$ cat config.mk
export PLATFORM = sky130hd
export DESIGN_NAME = if_stage
export DESIGN_NICKNAME = d
export VERILOG_FILES = /design/src/rtl/if_stage_pkg.sv /design/src/rtl/if_stage_next_pc_select.sv /design/src/rtl/if_stage.sv
export SDC_FILE = /design/constraint.sdc
export NUM_CORES = 1
export LEC_CHECK = 0
export ABC_AREA = 1
export CORE_ASPECT_RATIO = 0.8
export CORE_UTILIZATION = 45
export DETAILED_ROUTE_END_ITERATION = 6
export HOLD_SLACK_MARGIN = 0.03
export PLACE_DENSITY = 0.76
export SETUP_SLACK_MARGIN = 0.1
export SKIP_CTS_REPAIR_TIMING = 1
export SLEW_MARGIN = 20
export SYNTH_ARGS = -nofsm -noshare
export SYNTH_HDL_FRONTEND = slang
export SYNTH_HIERARCHICAL = 1
export SYNTH_SLANG_ARGS = --single-unit
$ cat constraint.sdc
create_clock -name clock -period 1.8 [get_ports clock]
set_input_delay 0.36 -clock clock [delete_from_list [all_inputs] [get_ports clock]]
set_output_delay 0.36 -clock clock [all_outputs]
set_load 0.02 [all_outputs]
$ cat src/rtl/if_stage_pkg.sv
// Shared types for the fetch stage.
// id_stage_params carries the branch bus that ID drives back into IF.
// if_stage_params carries the fetch FSM encoding, the reset PC and the IF->ID bus.

package id_stage_params;

    // Redirect request from ID. The taken flag qualifies target.
    typedef struct packed {
        logic        taken;
        logic [31:0] target;
    } IDToIFBranchBusData;

endpackage : id_stage_params

package if_stage_params;

    localparam logic [31:0] RESET_PC_DEFAULT = 32'hBFC0_0000;

    // Fetch FSM: issue request, wait for data, hold for ID.
    typedef enum logic [1:0] {
        REQ  = 2'd0,
        WAIT = 2'd1,
        HOLD = 2'd2
    } FetchState;

    // Instruction handed to ID. The valid flag qualifies the other fields.
    typedef struct packed {
        logic        valid;
        logic [31:0] program_count;
        logic [31:0] instruction;
    } IFToIDInstructionBusData;

    // Sequential successor. Wraps modulo 2^32 and keeps pc[1:0] untouched.
    function automatic logic [31:0] pc_plus4(input logic [31:0] pc);
        return pc + 32'd4;
    endfunction

endpackage : if_stage_params

$ cat src/rtl/if_stage_next_pc_select.sv
// Next-PC selection for the fetch stage.
// A live taken branch wins, then a latched redirect, then the sequential PC.

module if_next_pc_select
    import id_stage_params::*;
    import if_stage_params::*;
(
    input  logic [31:0]        i_pc,
    input  IDToIFBranchBusData i_branch_bus,
    input  logic               i_br_pending,
    input  logic [31:0]        i_br_target,
    output logic [31:0]        o_next_pc
);

    // Priority mux for the address of the fetch after the current one.
    always_comb begin
        // NOTE: a default on entry to every always_comb keeps every path assigned, so no latch is inferred.
        o_next_pc = pc_plus4(i_pc);
        if (i_branch_bus.taken) begin
            o_next_pc = i_branch_bus.target;
        end else if (i_br_pending) begin
            o_next_pc = i_br_target;
        end
    end

endmodule : if_next_pc_select

$ cat src/rtl/if_stage.sv
// Instruction-fetch stage: owns the PC and runs one SRAM fetch at a time.
// The fetched word is held until ID takes it. A branch seen while the delay
// slot is still in IF is remembered and steers the fetch after the slot.

module if_stage
    import id_stage_params::*;
    import if_stage_params::*;
#(
    parameter logic [31:0] RESET_PC = RESET_PC_DEFAULT
)(
    input  logic                    clock,
    input  logic                    reset_n,
    input  logic                    id_allow_in,
    input  IDToIFBranchBusData      branch_bus,
    output IFToIDInstructionBusData if_to_id_bus,
    output logic                    inst_sram_req,
    output logic [31:0]             inst_sram_addr,
    input  logic                    inst_sram_addr_ok,
    input  logic                    inst_sram_data_ok,
    input  logic [31:0]             inst_sram_rdata
);

    FetchState   r_state;
    logic [31:0] r_pc;
    logic [31:0] r_inst_buf;
    logic        r_br_pending;
    logic [31:0] r_br_target;

    logic        w_fire;
    logic [31:0] w_next_pc;

    // ID takes the held instruction.
    assign w_fire = (r_state == HOLD) && id_allow_in;

    if_next_pc_select u_next_pc_select (
        .i_pc         (r_pc),
        .i_branch_bus (branch_bus),
        .i_br_pending (r_br_pending),
        .i_br_target  (r_br_target),
        .o_next_pc    (w_next_pc)
    );

    // Fetch FSM: REQ until the address is accepted, WAIT for data, HOLD until ID fires.
    always_ff @(posedge clock or negedge reset_n) begin
        if (!reset_n) begin
            r_state    <= REQ;
            r_pc       <= RESET_PC;
            r_inst_buf <= 32'd0;
        end else begin
            // NOTE: state registers use <= so every flop samples pre-edge values, independent of statement order.
            case (r_state)
                REQ: begin
                    if (inst_sram_addr_ok) begin
                        r_state <= WAIT;
                    end
                end
                WAIT: begin
                    if (inst_sram_data_ok) begin
                        r_inst_buf <= inst_sram_rdata;
                        r_state    <= HOLD;
                    end
                end
                HOLD: begin
                    if (w_fire) begin
                        r_pc    <= w_next_pc;
                        r_state <= REQ;
                    end
                end
                default: begin
                    r_state <= REQ;
                end
            endcase
        end
    end

    // Remember a taken branch until the delay slot leaves IF; a repeat overwrites it.
    always_ff @(posedge clock or negedge reset_n) begin
        if (!reset_n) begin
            r_br_pending <= 1'b0;
            r_br_target  <= 32'd0;
        end else if (w_fire) begin
            r_br_pending <= 1'b0;
        end else if (branch_bus.taken) begin
            r_br_pending <= 1'b1;
            r_br_target  <= branch_bus.target;
        end
    end

    // SRAM request decoded from state; held low while reset is asserted.
    assign inst_sram_req  = reset_n && (r_state == REQ);
    assign inst_sram_addr = r_pc;

    // Present the held instruction only in HOLD; the bus is all-zero otherwise.
    always_comb begin
        if_to_id_bus = '0;
        if (r_state == HOLD) begin
            if_to_id_bus.valid         = 1'b1;
            if_to_id_bus.program_count = r_pc;
            if_to_id_bus.instruction   = r_inst_buf;
        end
    end

endmodule : if_stage
==> run_results.csv <==
group,metric,value,unit
cts,clock_tree_from_tritoncts,"done",
synthesis,synth_compound_gate_area_share,6.42,%
worst_setup_path,timing.critical_path.to_type,"output pin",
placed_design,dp_worst_setup_slack,-4.80,ps
global_route,grt_start_max_net_pins,100,
synthesis,post_synth_num_cell_types,34,
synthesis,synth_cells,932,
final_layout,drive_above_1_share,26.7,%
worst_setup_path,path_common_cell,"sky130_fd_sc_hd__buf_6",
placed_design,placement.io_buffers,167,
drt,final_antenna_net_count,0,
sta,maxClockFrequency,520,MHz
global_route,grt_util_all_layers,25.3,%
floorplan,initial_utilization,46.6,%
sta,number_of_endpoints_failing_setup_at_the_final_stage,35,
sta,grt_setup_unrepaired,"yes",
synthesis,avgSynthCellArea,6.48,µm²
synthesis,yosys.area_share.adder,0.207,%
sta,max_slew_margin,65.1,%
final_layout,layout_commonest_cell,"sky130_fd_sc_hd__nand2_1",
floorplan,std_cell_rows,37,
worst_setup_path,worst-setup-path-type,"reg2out",
sta,hold_slack,88.7,ps
placed_design,globalplace.congestion,0.917,
final_layout,filler_cell_count,902,
worst_setup_path,start_kind,"flop",
placed_design,dp_hpwl,12100,µm
cts,h_tree_levels,3,
cts,clock_insertion_delay_worst_skew,360,ps
sta,final-hold-violation-count,0,
floorplan,boundaryPins,168,
sta,setup_tns,-1130,ps
final_layout,area_used_by_multi_input_combinational_logic,3470,µm²
worst_hold_path,worst_hold_path_type,"in2async",
drt,via_per_inst,5.17,
synthesis,share_of_the_yosys_chip_area_belonging_to_registers,41.2,%
worst_setup_path,timing.critical_path.arrival,1560,ps
synthesis,mappedNetlistArea,6040,µm²
job,drv_cap,0,
placed_design,placement.cell_area,7970,µm²
worst_setup_path,worstPathMaxFanout,7,
drt,detailed_route_drc_error_count,0,
final_layout,syn_to_final_growth,59.9,%
floorplan,placeableCoreArea,13000,µm²
drt,drt_pass_1_iters,5,
floorplan,die_area,13900,µm²
synthesis,post_synthesis_share_of_cell_area_spent_on_and_or_nand_and_nor_gates,39.3,%
sta,timing_worst_slew_pin_value,524,ps
cts,cts_made_buffers,9,
drt,drt_iter0_drc,595,
global_route,grt_pass1_vias,5849,
outcome,violations,"negative setup slack",
global_route,globalRouteOverflowTotal,0,
worst_setup_path,timing.critical_path.required,1440,ps
synthesis,synth_seq_cells,99,
sta,crit_share_post_route,107,%
final_layout,final-seq-area,2510,µm²
power_and_ir_drop,report.power.total,14.2,mW
drt,avgRoutedWirePerCell,16.1,µm
power_and_ir_drop,ir_drop,0.000807,V
worst_setup_path,worst_path_largest_cell_delay,420,ps
synthesis,yosys_most_used_dff,"sky130_fd_sc_hd__dfrtp_1",
cts,cts.sink_count,99,
cts,clock_transition_at_path_regs,80,ps
drt,totalWireLength,21200,µm
final_layout,final_nets,1207,
sta,slack_of_the_critical_path,-124,ps
global_route,grt_antenna_before_repair,1,
power_and_ir_drop,cellPowerDensity,1470,nW/µm²
global_route,grt_pass1_wl,28400,µm
synthesis,number_of_synthesized_flops_with_an_enable_pin,0,
synthesis,synthMuxAreaShare,0,%
synthesis,yosysWarningCount,6,
synthesis,async_reset_ff_share,100,%
cts,ctsLongestPathBuffers,2,
synthesis,synth_xor_area_share,0.580,%
worst_setup_path,worstPathCellList,"inv_4 -> nand2_8 -> buf_12 -> buf_6 -> nor2_4 -> buf_6",
power_and_ir_drop,leakage,4.91,nW
sta,fin_crit,1920,ps
sta,slew_violations,0,
synthesis,synth.net_count,1003,
drt,vias,6805,
synthesis,largest_family_of_logic_cells_by_synthesized_area,"simple AND/OR/NAND/NOR gates",
outcome,run_status,"finished, violations left",
worst_setup_path,critical_path_top_delay_cell,"sky130_fd_sc_hd__dfrtp_1",
sta,fin_worst_skew,14.3,ps
final_layout,most-common-layout-cells,"sky130_fd_sc_hd__nand2_1 (331), sky130_fd_sc_hd__inv_1 (122), sky130_fd_sc_hd__buf_6 (75)",
final_layout,postLayoutCellArea,9660,µm²
floorplan,die_h,106,µm
cts,root_buffer,"sky130_fd_sc_hd__clkbuf_16",
floorplan,dieWidth,132,µm
[critical path: cells and delay by family (launching register included)]
| family | cells | cell delay [ps] |
|---|---|---|
| simple gates | 2 | 220 |
| flops | 1 | 420 |
| buf+inv | 4 | 550 |
[per-stage QoR]
stage | utilization [%] | instances
floorplan | - | 932
global placement | 61.5 | 1259
detailed placement | 61.5 | 1259
CTS | 64.2 | 1275
global route | 74.5 | 1317
finish | 74.5 | 1317
[area by class of cell]
type | count | share of cell area (%)
well taps | 175 | 2.27
flip-flops and latches | 99 | 26.0
multi-input cells | 664 | 35.9
diodes | 1 | 0.0259
repair buffers | 237 | 27.3
clock buffers | 10 | 2.47
clock inverters | 6 | 1.15
inverters | 125 | 4.88
[final timing paths]
kind	from	to	slack, ps	cells after the start
max	r_state[0]	if_to_id_bus[30]	-120	6
min	reset_n	r_inst_buf[23]	90	2
max reg2reg	inst_sram_addr[2]	inst_sram_addr[25]	10	12
min reg2reg	r_br_target[6]	r_br_target[6]	470	2
max in group asynchronous	reset_n	inst_sram_addr[20]	1290	2
min in group clock	r_br_target[6]	r_br_target[6]	470	2
[synth_stat cells (all sizes together) (2+ instances only)]
library cell / number / area, µm²
o21ai: 49 / 245
dlygate4sd1: 2 / 17.5
nand4: 2 / 12.5
inv: 125 / 469
a21oi: 21 / 105
xnor2: 2 / 17.5
dfstp: 9 / 236
nand2: 347 / 1330
nor2: 161 / 653
clkbuf: 12 / 55.1
dfrtp: 90 / 2250
o21bai: 3 / 22.5
nand3: 69 / 360
xor2: 2 / 17.5
buf: 31 / 201
[power by group]
group | leakage, nW | switching [mW] | internal (mW)
Sequential | 1.18 | 1.02 | 3.21
Combinational | 3.56 | 4.38 | 3.26
Clock | 0.169 | 0.902 | 1.40
[registers in the layout, summed over array words and instances (netlist names)]
signal,flops
r_inst_buf,32
inst_sram_addr,32
r_br_pending,1
r_br_target,32
r_state,2
[routing by layer]
layer | vias up | global-route usage [%] | part of all wire [%]
met4 | 0 | 8.06 | 2.7
met1 | 3231 | 34.9 | 43
met5 | - | 0 | 0
met2 | 307 | 40.1 | 48
met3 | 47 | 5.00 | 7.0
li1 | 3220 | - | -
[cell families after synthesis]
logic type	count (synthesis)
AOI/OAI and AO/OA	75
xor gates and xnor gates	4
adders and majority gates	1
buffers and inverters	170
DFF	99
and+or+nand+nor	583
Note: power is estimated with default switching activity, not from simulation.
